--- config.mk ---
export PLATFORM = sky130hd
export DESIGN_NAME = pll_lock_sequencer
export DESIGN_NICKNAME = d
export VERILOG_FILES = /design/src/rtl/pll_seq_pkg.sv /design/src/rtl/sync_ff2.sv /design/src/rtl/pll_lock_sequencer.sv
export SDC_FILE = /design/constraint.sdc
export NUM_CORES = 1
export LEC_CHECK = 0
export CAP_MARGIN = 10
export CORE_MARGIN = 10
export CORE_UTILIZATION = 25
export CTS_CLUSTER_DIAMETER = 60
export CTS_CLUSTER_SIZE = 10
export DETAILED_ROUTE_END_ITERATION = 10
export PLACE_DENSITY_LB_ADDON = 0.08
export SLEW_MARGIN = 20
export SYNTH_ARGS = -nofsm -noshare
export SYNTH_HDL_FRONTEND = slang
export SYNTH_SLANG_ARGS = --single-unit
--- constraint.sdc ---
create_clock -name clkin -period 1.9 [get_ports clkin]
set_input_delay 0.19 -clock clkin [delete_from_list [all_inputs] [get_ports clkin]]
set_output_delay 0.19 -clock clkin [all_outputs]
set_load 0.01 [all_outputs]
--- src/rtl/pll_seq_pkg.sv ---
// Shared types and default parameters for the PLL lock sequencer.
package pll_seq_pkg;

  typedef enum logic [2:0] {
    WAIT_LOCK = 3'd0,
    PLL_RESET = 3'd1,
    REL_MEM   = 3'd2,
    REL_FUNC  = 3'd3,
    RUN       = 3'd4
  } pll_seq_state_t;

  localparam int unsigned DEF_LOCK_STABLE   = 1024;
  localparam int unsigned DEF_STAGE_GAP     = 16;
  localparam int unsigned DEF_LOSS_FILTER   = 4;
  localparam int unsigned DEF_TIMEOUT       = 65536;
  localparam int unsigned DEF_PLLRST_CYCLES = 8;

  // States in which at least the memory controller is out of reset.
  function automatic logic in_release(pll_seq_state_t s);
    return (s == REL_MEM) || (s == REL_FUNC) || (s == RUN);
  endfunction

endpackage

--- src/rtl/sync_ff2.sv ---
// Two-flop synchronizer with synchronous active-low reset.
module sync_ff2 (
  input  logic clk_i,
  input  logic rst_ni,
  input  logic d_i,
  output logic q_o
);

  logic meta_q;
  logic sync_q;

  always_ff @(posedge clk_i) begin
    if (!rst_ni) begin
      meta_q <= 1'b0;
      sync_q <= 1'b0;
    end else begin
      meta_q <= d_i;
      sync_q <= meta_q;
    end
  end

  assign q_o = sync_q;

endmodule

--- src/rtl/pll_lock_sequencer.sv ---
// Filters PLL lock, releases mem/func/cpu resets in order, re-asserts on loss.
// Optional PLL retry on lock timeout: define PLL_LOCK_TIMEOUT_EN.
module pll_lock_sequencer
  import pll_seq_pkg::*;
#(
  parameter int unsigned LOCK_STABLE   = DEF_LOCK_STABLE,
  parameter int unsigned STAGE_GAP     = DEF_STAGE_GAP,
  parameter int unsigned LOSS_FILTER   = DEF_LOSS_FILTER,
  parameter int unsigned TIMEOUT       = DEF_TIMEOUT,
  parameter int unsigned PLLRST_CYCLES = DEF_PLLRST_CYCLES
) (
  input  logic       clkin,
  input  logic       rstn,
  input  logic       locked,
  output logic       pll_rst,
  output logic       rst_mem_n,
  output logic       rst_func_n,
  output logic       rst_cpu_n,
  output logic       ready,
  output logic [7:0] loss_count
);

  localparam int unsigned STAB_W = $clog2(LOCK_STABLE + 1);
  localparam int unsigned GAP_W  = $clog2(STAGE_GAP + 1);
  localparam int unsigned LOSS_W = $clog2(LOSS_FILTER + 1);
  localparam logic [STAB_W-1:0] STAB_LAST  = STAB_W'(LOCK_STABLE - 1);
  localparam logic [GAP_W-1:0]  GAP_LAST   = GAP_W'(STAGE_GAP - 1);
  localparam logic [LOSS_W-1:0] LOSS_LIMIT = LOSS_W'(LOSS_FILTER);

  if (LOCK_STABLE == 0 || STAGE_GAP == 0 || LOSS_FILTER == 0 ||
      TIMEOUT == 0 || PLLRST_CYCLES == 0) begin : g_param_check
    $error("pll_lock_sequencer: all cycle-count parameters must be >= 1");
  end

  pll_seq_state_t    state_q, state_d;
  logic              locked_s;
  logic              sync_rst_n;
  logic [STAB_W-1:0] stab_q, stab_d;
  logic [GAP_W-1:0]  gap_q, gap_d;
  logic [LOSS_W-1:0] lossf_q, lossf_d;
  logic              lock_stable, stage_done, lock_lost;
  logic              rst_mem_n_q, rst_func_n_q, rst_cpu_n_q, ready_q;
  logic              rst_mem_n_d, rst_func_n_d, rst_cpu_n_d, ready_d;
  logic [7:0]        loss_count_q, loss_count_d;

`ifdef PLL_LOCK_TIMEOUT_EN
  localparam int unsigned TO_W  = $clog2(TIMEOUT + 1);
  localparam int unsigned PRC_W = $clog2(PLLRST_CYCLES + 1);
  localparam logic [TO_W-1:0]  TO_LAST  = TO_W'(TIMEOUT - 1);
  localparam logic [PRC_W-1:0] PRC_LAST = PRC_W'(PLLRST_CYCLES - 1);

  logic [TO_W-1:0]  to_q, to_d;
  logic [PRC_W-1:0] prc_q, prc_d;
  logic             timeout_hit, prst_done;
  logic             pll_rst_q, pll_rst_d;

  assign timeout_hit = (to_q == TO_LAST);
  assign prst_done   = (state_q == PLL_RESET) && (prc_q == PRC_LAST);
  // Leaving PLL_RESET also wipes the synchronizer history.
  assign sync_rst_n  = rstn & ~prst_done;
  assign pll_rst     = pll_rst_q & rstn;
`else
  assign sync_rst_n  = rstn;
  assign pll_rst     = 1'b0;
`endif

  sync_ff2 u_sync (
    .clk_i  (clkin),
    .rst_ni (sync_rst_n),
    .d_i    (locked),
    .q_o    (locked_s)
  );

  assign lock_stable = locked_s && (stab_q == STAB_LAST);
  assign stage_done  = (gap_q == GAP_LAST);
  assign lock_lost   = (lossf_q == LOSS_LIMIT);

  always_ff @(posedge clkin) begin
    if (!rstn) state_q <= WAIT_LOCK;
    else       state_q <= state_d;
  end

  always_comb begin
    state_d = state_q;
    case (state_q)
      WAIT_LOCK: begin
        if (lock_stable) state_d = REL_MEM;
`ifdef PLL_LOCK_TIMEOUT_EN
        else if (timeout_hit) state_d = PLL_RESET;
`endif
      end
`ifdef PLL_LOCK_TIMEOUT_EN
      PLL_RESET: if (prst_done) state_d = WAIT_LOCK;
`endif
      REL_MEM: begin
        if (lock_lost)       state_d = WAIT_LOCK;
        else if (stage_done) state_d = REL_FUNC;
      end
      REL_FUNC: begin
        if (lock_lost)       state_d = WAIT_LOCK;
        else if (stage_done) state_d = RUN;
      end
      RUN:     if (lock_lost) state_d = WAIT_LOCK;
      default: state_d = WAIT_LOCK;
    endcase
  end

  // Counters run only while the FSM stays put, so every state entry starts from zero.
  always_comb begin
    stab_d  = (state_q == WAIT_LOCK && state_d == WAIT_LOCK && locked_s) ? stab_q + 1'b1 : '0;
    gap_d   = (state_d == state_q && (state_q == REL_MEM || state_q == REL_FUNC))
              ? gap_q + 1'b1 : '0;
    lossf_d = (in_release(state_q) && in_release(state_d) && !locked_s) ? lossf_q + 1'b1 : '0;
`ifdef PLL_LOCK_TIMEOUT_EN
    to_d    = (state_q == WAIT_LOCK && state_d == WAIT_LOCK) ? to_q + 1'b1 : '0;
    prc_d   = (state_q == PLL_RESET && state_d == PLL_RESET) ? prc_q + 1'b1 : '0;
`endif
  end

  always_ff @(posedge clkin) begin
    if (!rstn) begin
      stab_q  <= '0;
      gap_q   <= '0;
      lossf_q <= '0;
`ifdef PLL_LOCK_TIMEOUT_EN
      to_q    <= '0;
      prc_q   <= '0;
`endif
    end else begin
      stab_q  <= stab_d;
      gap_q   <= gap_d;
      lossf_q <= lossf_d;
`ifdef PLL_LOCK_TIMEOUT_EN
      to_q    <= to_d;
      prc_q   <= prc_d;
`endif
    end
  end

  // Outputs are decoded from the next state so they change on the entry edge.
  always_comb begin
    rst_mem_n_d  = in_release(state_d);
    rst_func_n_d = (state_d == REL_FUNC) || (state_d == RUN);
    rst_cpu_n_d  = (state_d == RUN);
    ready_d      = (state_d == RUN);
    loss_count_d = loss_count_q;
    if (in_release(state_q) && lock_lost && loss_count_q != '1)
      loss_count_d = loss_count_q + 8'd1;
`ifdef PLL_LOCK_TIMEOUT_EN
    pll_rst_d    = (state_d == PLL_RESET);
`endif
  end

  always_ff @(posedge clkin) begin
    if (!rstn) begin
      rst_mem_n_q  <= 1'b0;
      rst_func_n_q <= 1'b0;
      rst_cpu_n_q  <= 1'b0;
      ready_q      <= 1'b0;
      loss_count_q <= '0;
`ifdef PLL_LOCK_TIMEOUT_EN
      pll_rst_q    <= 1'b0;
`endif
    end else begin
      rst_mem_n_q  <= rst_mem_n_d;
      rst_func_n_q <= rst_func_n_d;
      rst_cpu_n_q  <= rst_cpu_n_d;
      ready_q      <= ready_d;
      loss_count_q <= loss_count_d;
`ifdef PLL_LOCK_TIMEOUT_EN
      pll_rst_q    <= pll_rst_d;
`endif
    end
  end

  assign rst_mem_n  = rst_mem_n_q;
  assign rst_func_n = rst_func_n_q;
  assign rst_cpu_n  = rst_cpu_n_q;
  assign ready      = ready_q;
  assign loss_count = loss_count_q;

endmodule

; ---- After elaboration in Yosys (flattened, before gate mapping)
; Cells that the tools add are included.
; W data, S select, Z words.
[op_classes]
n_addsub = 4
multipliers = 0
div = 0
order_cmp = 0
n_eq_ne = 11
shift = 0
mux = 7
n_bitwise = 0
n_reduce_logical = 19
[ops]
columns = operator, count
row1 = $mux W3, 6
row2 = $eq A3 B2 Y1 const B, 4
row3 = $pmux W3 S4, 1
row4 = $add A11 B1 Y11 const B, 1
row5 = $eq A11 B10 Y1 const B, 1
row6 = $eq A3 B3 Y1 const B, 3
row7 = $add A8 B1 Y8 const B, 1
row8 = $logic_and A1 B1 Y1, 8
row9 = $ne A8 B8 Y1 const B, 1
row10 = $logic_not A3 Y1, 2
row11 = $reduce_and A2 Y1, 3
row12 = $add A5 B1 Y5 const B, 1
row13 = $eq A5 B4 Y1 const B, 1
row14 = $logic_or A1 B1 Y1, 5
row15 = $add A3 B1 Y3 const B, 1
row16 = $eq A3 B3 Y1, 1
row17 = $logic_not A1 Y1, 1
[word_totals]
ff_bits = 35
latch_bits = 0
mem_bits_rw = 0
rom_bits = 0
inputBits = 3
mem_count = 0

; ---- Logic depth before layout (Yosys ltp)
; Gate-level depths: netlist of run 1.
[logic_depth]
ltp_word = 10
mapped_depth = 6
ltp_nobuf = 6

; ---- Hierarchy
; From an unflattened synthesis of run 1, not the netlist that was laid out.
[unflattened]
cells_unflattened = 166
area_unflattened_um2 = 1541.5
[modules_own_cells]
columns = module, instances, cells_per_inst, area_per_inst_um2, seq_area_each_um2
row1 = pll_lock_sequencer, 1, 162, 1488.9, 660.6
row2 = sync_ff2, 1, 4, 52.6, 40.0

; ---- Worst setup path after synthesis of run 1
; No wires, ideal clock.
[synth_timing]
path_kind = reg-to-reg
startpoint = register state_q[2]
endpoint = register loss_count_q[5], in the netlist loss_count[5]
setup_ns = 0.070
t_arrival_ns = 1.664
required_time_ns = 1.830
path_slack_ns = 0.166
path_stages_with_launch = 5
synth_period_minus_slack_ns = 1.734
cell_sequence = dfxtp_1 -> or3b_4 -> a211o_1 -> or4_1 -> a21oi_1
[synth_between]
elab_chain_cells = 5
word_cells_on_any_way = 7
[synth_rtl]
columns = element, line_no
row1 = start: declaration, pll_lock_sequencer.sv:35  ; pll_seq_state_t state_q, state_d;
row2 = start signal: assignment, pll_lock_sequencer.sv:80  ; else state_q <= state_d;
row3 = $eq A3 B2 Y1, pll_seq_pkg.sv:20  ; return (s == REL_MEM) || (s == REL_FUNC) || (s == RUN);
row4 = $logic_or A1 B1 Y1, pll_seq_pkg.sv:20
row5 = $logic_or A1 B1 Y1 *, pll_seq_pkg.sv:20
row6 = $logic_and A1 B1 Y1 * (2 in a row), pll_lock_sequencer.sv:147  ; if (in_release(state_q) && lock_lost && loss_count_q != '1)
row7 = end signal: assignment, pll_lock_sequencer.sv:169  ; loss_count_q <= loss_count_d;
row8 = end: declaration, pll_lock_sequencer.sv:44  ; logic [7:0] loss_count_q, loss_count_d;
; Mark *: on every way between the ends. The rest lies on a longest branch, timed or not.
; A chain may end at the register's enable or synchronous reset.

; ---- Final worst setup path of run 1
; Ends and elaborated chain as after synthesis.

==> impl_metrics.env, run 1 <==
export IMPL_grt_use_met1=0.0811
export IMPL_ys_seq_area_frac=0.478
export IMPL_clock_root_buffer="clkbuf_8"
export IMPL_ys_seq_elements=35
export IMPL_area_growth_pct=22.9
export IMPL_finalSetupViolCount=0
export IMPL_met3_usage=0.0270
export IMPL_clk_latency_ps=280
export IMPL_async_flop_share=0
export IMPL_r2r_start="state_q[2]"
export IMPL_grt_max_degree=13
export IMPL_busiest_layer="met2"
export IMPL_p_sw_frac=0.203
export IMPL_reg2reg_to="loss_count[5]"
export IMPL_die_area_mm2=0.00933
export IMPL_ys_warn_count=0
export IMPL_final_max_slew_viol_count=0
export IMPL_yosysMostFrequentCell="dfxtp_1"
export IMPL_drtIter0Drc=27
export IMPL_whs_endpoint="u_sync.q_o"
export IMPL_yosys_most_used_dff="dfxtp_1"
export IMPL_netlist_area_mm2=0.00147
export IMPL_vias_per_cell=4.34
export IMPL_p_leak_nw=0.637
export IMPL_cts_buffers=5
export IMPL_p_total_mw=1.29
export IMPL_die_y_um=96.6
export IMPL_ff2ff_path_depth=4
export IMPL_p_comb_frac=0.017
export IMPL_drt_wirelength_per_cell_um=11.3
export IMPL_whs_path_depth=1
export IMPL_drc=0
export IMPL_max_stage_delay_ps=460
export IMPL_cp_start_kind="flop"
export IMPL_p_int_mw=1.03
export IMPL_yosys_top_cells_area="dfxtp_1 48%, nor2_1 5.9%, ha_1 5.1%"
export IMPL_n_antenna_cell=0
export IMPL_cts_tree="built"
export IMPL_fin_worst_skew_ps=3.33
export IMPL_setup_tns_ps=0
export IMPL_synth_commonest_cells="35 x dfxtp_1, 23 x nor2_1, 12 x nand2_1"
export IMPL_fmax_ghz=0.564
export IMPL_hp_class="reg2reg"
export IMPL_clk_pin_slew_ps=70
export IMPL_postSynthNetCount=171
export IMPL_yosysTopAreaCell="dfxtp_1"
export IMPL_gp_congestion=0.781
export IMPL_path_cells="or3b_4, a211o_1, or4_1, a21oi_1"
export IMPL_synth_edf_count=0
export IMPL_path_delay_family="simple AND/OR/NAND/NOR gates"
export IMPL_synth_top_area_share=0.478
export IMPL_power_frac_seq=0.571
export IMPL_reg2reg_slack_ps=130
export IMPL_rsz0062_at_grt="no"
export IMPL_rows=27
export IMPL_p_per_area_mw_per_mm2=717
export IMPL_antenna_left=0
export IMPL_num_vias=1110
export IMPL_antenna_found_initial=0
export IMPL_cp_end_kind="flop"
export IMPL_grt_ovfl_total=0
export IMPL_crit_slowest_cell="or4_1"
export IMPL_period_minus_slack_ps=1770
export IMPL_clk_path_buf_depth=2
export IMPL_grtUsageTotal=0.0712
export IMPL_core_area_mm2=0.00561
export IMPL_routed_wl_um=2900
export IMPL_worst_ep_arrival_time_ps=1990
export IMPL_min_period_over_period=0.933
export IMPL_power_net_switching_mw=0.262
export IMPL_io_buffers=14
export IMPL_io_pins=16
export IMPL_syn_inst=162
export IMPL_ir_drop_uv=362
export IMPL_cap_violations=0
export IMPL_place_hpwl_um=2260
export IMPL_cts_sinks=35
export IMPL_hp_start="u_sync.meta_q"
export IMPL_grt_pass1_vias=1158
export IMPL_critPathKind="reg2reg"
export IMPL_ys_types=37
export IMPL_initial_utilization=0.261
export IMPL_syn_area_per_cell_um2=9.05
export IMPL_crit_fanout=5
export IMPL_p_clk_frac=0.412
export IMPL_die_x_um=96.6
export IMPL_drtPass1Iterations=4
export IMPL_final_hold_violation_count=0
export IMPL_grt_pass1_wl_um=5220
export IMPL_critPathBufInv=0
export IMPL_grt_util_met2=0.114
export IMPL_final_layout_size_suffix_gt1_frac=0.0924
export IMPL_status="finished clean"
export IMPL_final_nets=193
export IMPL_cp_required_ps=2110
export IMPL_h_tree_depth=2
[through the flow]
step	util	cells	worst slack [ps]	cell area (um2)	hold WS (ps)
final	0.321	256	127	1800	443
after global routing	0.321	256	9.12	1800	454
after CTS	0.321	256	129	1800	448
after detailed placement	0.305	249	148	1710	430
after global placement	0.305	249	192	1710	422
after floorplan	-	162	166	1470	317
[routing by layer]
metal  vias to the layer above  part of all wire
li1                        592                 -
met1                       504              0.47
met2                        12              0.48
met3                         2             0.047
met4                         0            0.0083
met5                         -                 0
[flip-flops by register name, summed over array words and instances (netlist names)]
signal	flops
gap_q	5
loss_count	8
lossf_q	3
ready	1
rst_func_n	1
rst_mem_n	1
stab_q	11
state_q	3
u_sync.meta_q	1
u_sync.q_o	1
[power groups by stage]
stage               registers (mW)  clock network, mW  logic [mW]
floorplan                    0.754                  0      0.0133
global placement             0.754                  0      0.0212
detailed placement           0.754                  0      0.0223
CTS                          0.737              0.567      0.0223
global route                 0.737              0.594      0.0248
finish                       0.738              0.532      0.0220
[area by class of cell]
type	instances	area, um2
inverter	10	37.5
timing repair buffer	19	178
fill	606	3810
clock inverter	1	5.00
tap	72	90.1
clock buffer	6	82.6
multi-input combinational	113	708
sequential	35	701
[cell families after synthesis]
family,synth area share
compound gates,0.0794
xor+xnor,0.0657
fa+ha+maj,0.0512
buf+inv,0.0410
flops,0.478
mux,0.0273
other cells,0.00256
simple gates,0.255
[timing repair]
item                                    4_1_cts  5_1_grt
gates resized for setup                       0        1
hold buffers                                  0        0
setup buffers                                 0        0
endpoints found under the setup margin        0        4
[worst max path at each step]
stage / cells after the start / startpoint / endpoint / slack (ps)
after floorplan: 4 / state_q[2] / loss_count[5] / 170
after global placement: 4 / state_q[2] / loss_count[5] / 190
after detailed placement: 4 / state_q[2] / loss_count[5] / 150
after CTS: 4 / state_q[2] / loss_count[5] / 130
after global routing: 6 / stab_q[1] / lossf_q[1] / 9
final: 4 / state_q[2] / loss_count[5] / 130
[placed cells by master, fill, tap and decap left out, types with 2 or more instances in the layout]
cell,count
xor2_1,3
dfxtp_1,35
mux2i_1,4
ha_1,6
a21oi_1,6
inv_1,10
nor4_1,3
nor2_1,23
nand2b_1,4
buf_4,5
or2_2,3
and3_1,3
nand2_1,12
nor3_1,3
clkdlybuf4s50_1,14
and2_1,2
nand3_1,9
xnor2_1,8
a211oi_1,2
clkbuf_8,6
nand4_1,4
[worst register-to-register path, delay by kind of cell (launching register included)]
family,cells,cell delay (ps)
AOI/OAI and AO/OA,2,460
DFF,1,370
and+or+nand+nor,2,870
(Power assumes the default switching activity.)
==> inputs of run 2 (changes only) <==
CORE_MARGIN = 1   (was 10)
==> run 2 against run 1 <==
Routed wire length is 0.21% lower. Die area fell by 34%. Critical path type unchanged. Largest cell class unchanged. Clock power shrank 2%.
==> impl_metrics.env, run 2 (same netlist as run 1, synthesis figures left out) <==
export IMPL_slew_headroom=0.666
export IMPL_power_frac_seq=0.575
export IMPL_drt_wirelength_per_cell_um=11.2
export IMPL_power_net_switching_mw=0.281
export IMPL_crit_slowest_cell="or4_1"
export IMPL_io_pins=16
export IMPL_min_period_over_period=0.947
export IMPL_routed_wl_um=2890
export IMPL_fmax_ghz=0.556
export IMPL_dpl_instance_area_mm2=0.00173
export IMPL_grt_use_met1=0.123
export IMPL_busiest_layer="met2"
export IMPL_finalSetupViolCount=0
export IMPL_path_delay_family="simple AND/OR/NAND/NOR gates"
export IMPL_status="finished clean"
export IMPL_final_max_slew_viol_count=0
export IMPL_die_area_mm2=0.00618
export IMPL_p_total_mw=1.28
export IMPL_critPathBufInv=0
export IMPL_met3_usage=0.0349
export IMPL_clk_pin_slew_ps=70
export IMPL_die_y_um=78.6
export IMPL_drc=0
export IMPL_clk_path_buf_depth=2
export IMPL_clk_latency_ps=280
export IMPL_max_stage_delay_ps=460
export IMPL_cp_required_ps=2110
export IMPL_cts_sinks=35
export IMPL_final_hold_violation_count=0
export IMPL_final_layout_size_suffix_gt1_frac=0.0963
export IMPL_grt_max_degree=13
export IMPL_cp_end_kind="flop"
export IMPL_critPathKind="reg2reg"
export IMPL_grt_pass1_vias=1136
export IMPL_fin_worst_skew_ps=8.25
export IMPL_initial_utilization=0.263
export IMPL_io_buffers=14
export IMPL_place_hpwl_um=2210
export IMPL_antenna_found_initial=0
export IMPL_hp_start="u_sync.meta_q"
export IMPL_reg2reg_to="loss_count[5]"
export IMPL_placedCellCount=251
export IMPL_n_fill_cell=596
export IMPL_cts_setup_buffers=0
export IMPL_whs_path_depth=1
export IMPL_drtIter0Drc=17
export IMPL_cts_buffers=5
export IMPL_p_comb_frac=0.018
export IMPL_worst_ep_arrival_time_ps=2010
export IMPL_setup_tns_ps=0
export IMPL_design_area_mm2=0.00181
export IMPL_grtUsageTotal=0.106
export IMPL_fin_ws_ps=101
export IMPL_cp_start_kind="flop"
export IMPL_hp_class="reg2reg"
export IMPL_period_minus_slack_ps=1800
export IMPL_ff2ff_path_depth=4
export IMPL_antenna_left=0
export IMPL_instances_no_fill=259
export IMPL_clock_root_buffer="clkbuf_8"
export IMPL_pre_cts_slack_ps=144
export IMPL_grt_pass1_wl_um=5020
export IMPL_cap_violations=0
export IMPL_worst_slew_pin_slew_ps=497
export IMPL_p_int_mw=1.00
export IMPL_die_x_um=78.6
export IMPL_area_growth_pct=23.5
export IMPL_p_clk_frac=0.407
export IMPL_multi_input_area_um2=706
export IMPL_h_tree_depth=2
export IMPL_path_cells="or3b_4, a211o_1, or4_1, a21oi_1"
export IMPL_ir_drop_uv=306
export IMPL_reg2reg_slack_ps=100
export IMPL_drtPass1Iterations=4
export IMPL_r2r_start="state_q[2]"
export IMPL_largest_reg_flops=11
export IMPL_p_leak_nw=0.639
export IMPL_vias_per_cell=4.48
export IMPL_rows=27
export IMPL_gp_congestion=0.741
export IMPL_final_cell_mix="35 x dfxtp_1, 23 x nor2_1, 14 x clkdlybuf4s50_1, 12 x nand2_1, 10 x inv_1"
export IMPL_grt_ovfl_total=0
export IMPL_n_antenna_cell=0
export IMPL_cts_hold_buf=0
export IMPL_crit_fanout=5
export IMPL_p_sw_frac=0.219
export IMPL_whs_endpoint="u_sync.q_o"
export IMPL_cts_tree="built"
export IMPL_seqCellArea_um2=701
export IMPL_rsz0062_at_grt="no"
export IMPL_core_area_mm2=0.00557
export IMPL_cts_resized=0
export IMPL_num_vias=1161
export IMPL_regMostFlops="stab_q"
export IMPL_p_per_area_mw_per_mm2=708
export IMPL_grt_util_met2=0.177
export IMPL_layout_commonest_cell="dfxtp_1"
export IMPL_final_nets=195
==> run 2: cell types whose count changed in the layout (fill, tap and decap cells not counted), sizes merged <==
cell	change
buf	+2
clkinvlp	+1
==> run 2: through the flow <==
step / hold WS, ps / utilization
after floorplan: 317 / -
after global routing: 473 / 0.325
after global placement: 430 / 0.310
after detailed placement: 421 / 0.310
final: 436 / 0.325
after CTS: 438 / 0.325
==> run 2: power by group through the flow <==
stage               logic (mW)  clock network [mW]  registers (mW)
floorplan               0.0133                   0           0.754
global placement        0.0221                   0           0.755
detailed placement      0.0226                   0           0.755
CTS                     0.0228               0.557           0.737
global route            0.0255               0.588           0.737
finish                  0.0226               0.523           0.738
==> run 2: area by class of cell <==
| cell class | count | share of cell area |
|---|---|---|
| multi-input combinational | 113 | 0.390 |
| inverter | 10 | 0.0207 |
| tap | 72 | 0.0497 |
| timing repair buffer | 21 | 0.106 |
| clock buffer | 6 | 0.0401 |
| clock inverter | 2 | 0.00691 |
| sequential | 35 | 0.387 |
==> run 2: worst max-delay path by stage <==
stage                     from       endpoint  depth (start not counted)
global placement    state_q[2]  loss_count[5]                          4
global route        state_q[2]  loss_count[5]                          4
CTS                 state_q[2]  loss_count[5]                          4
detailed placement  state_q[2]  loss_count[5]                          4
finish              state_q[2]  loss_count[5]                          4
floorplan           state_q[2]  loss_count[5]                          4
==> run 2: metal layers <==
| metal | share of wire | vias up |
|---|---|---|
| met1 | 0.47 | 552 |
| li1 | - | 593 |
| met3 | 0.026 | 5 |
| met5 | 0 | - |
| met2 | 0.49 | 11 |
| met4 | 0.018 | 0 |
==> inputs of run 3 (changes only) <==
CTS_CLUSTER_DIAMETER = default   (was 60)
==> results of run 3 <==
The final DEF is identical to that of run 2; final timing and power are the same.
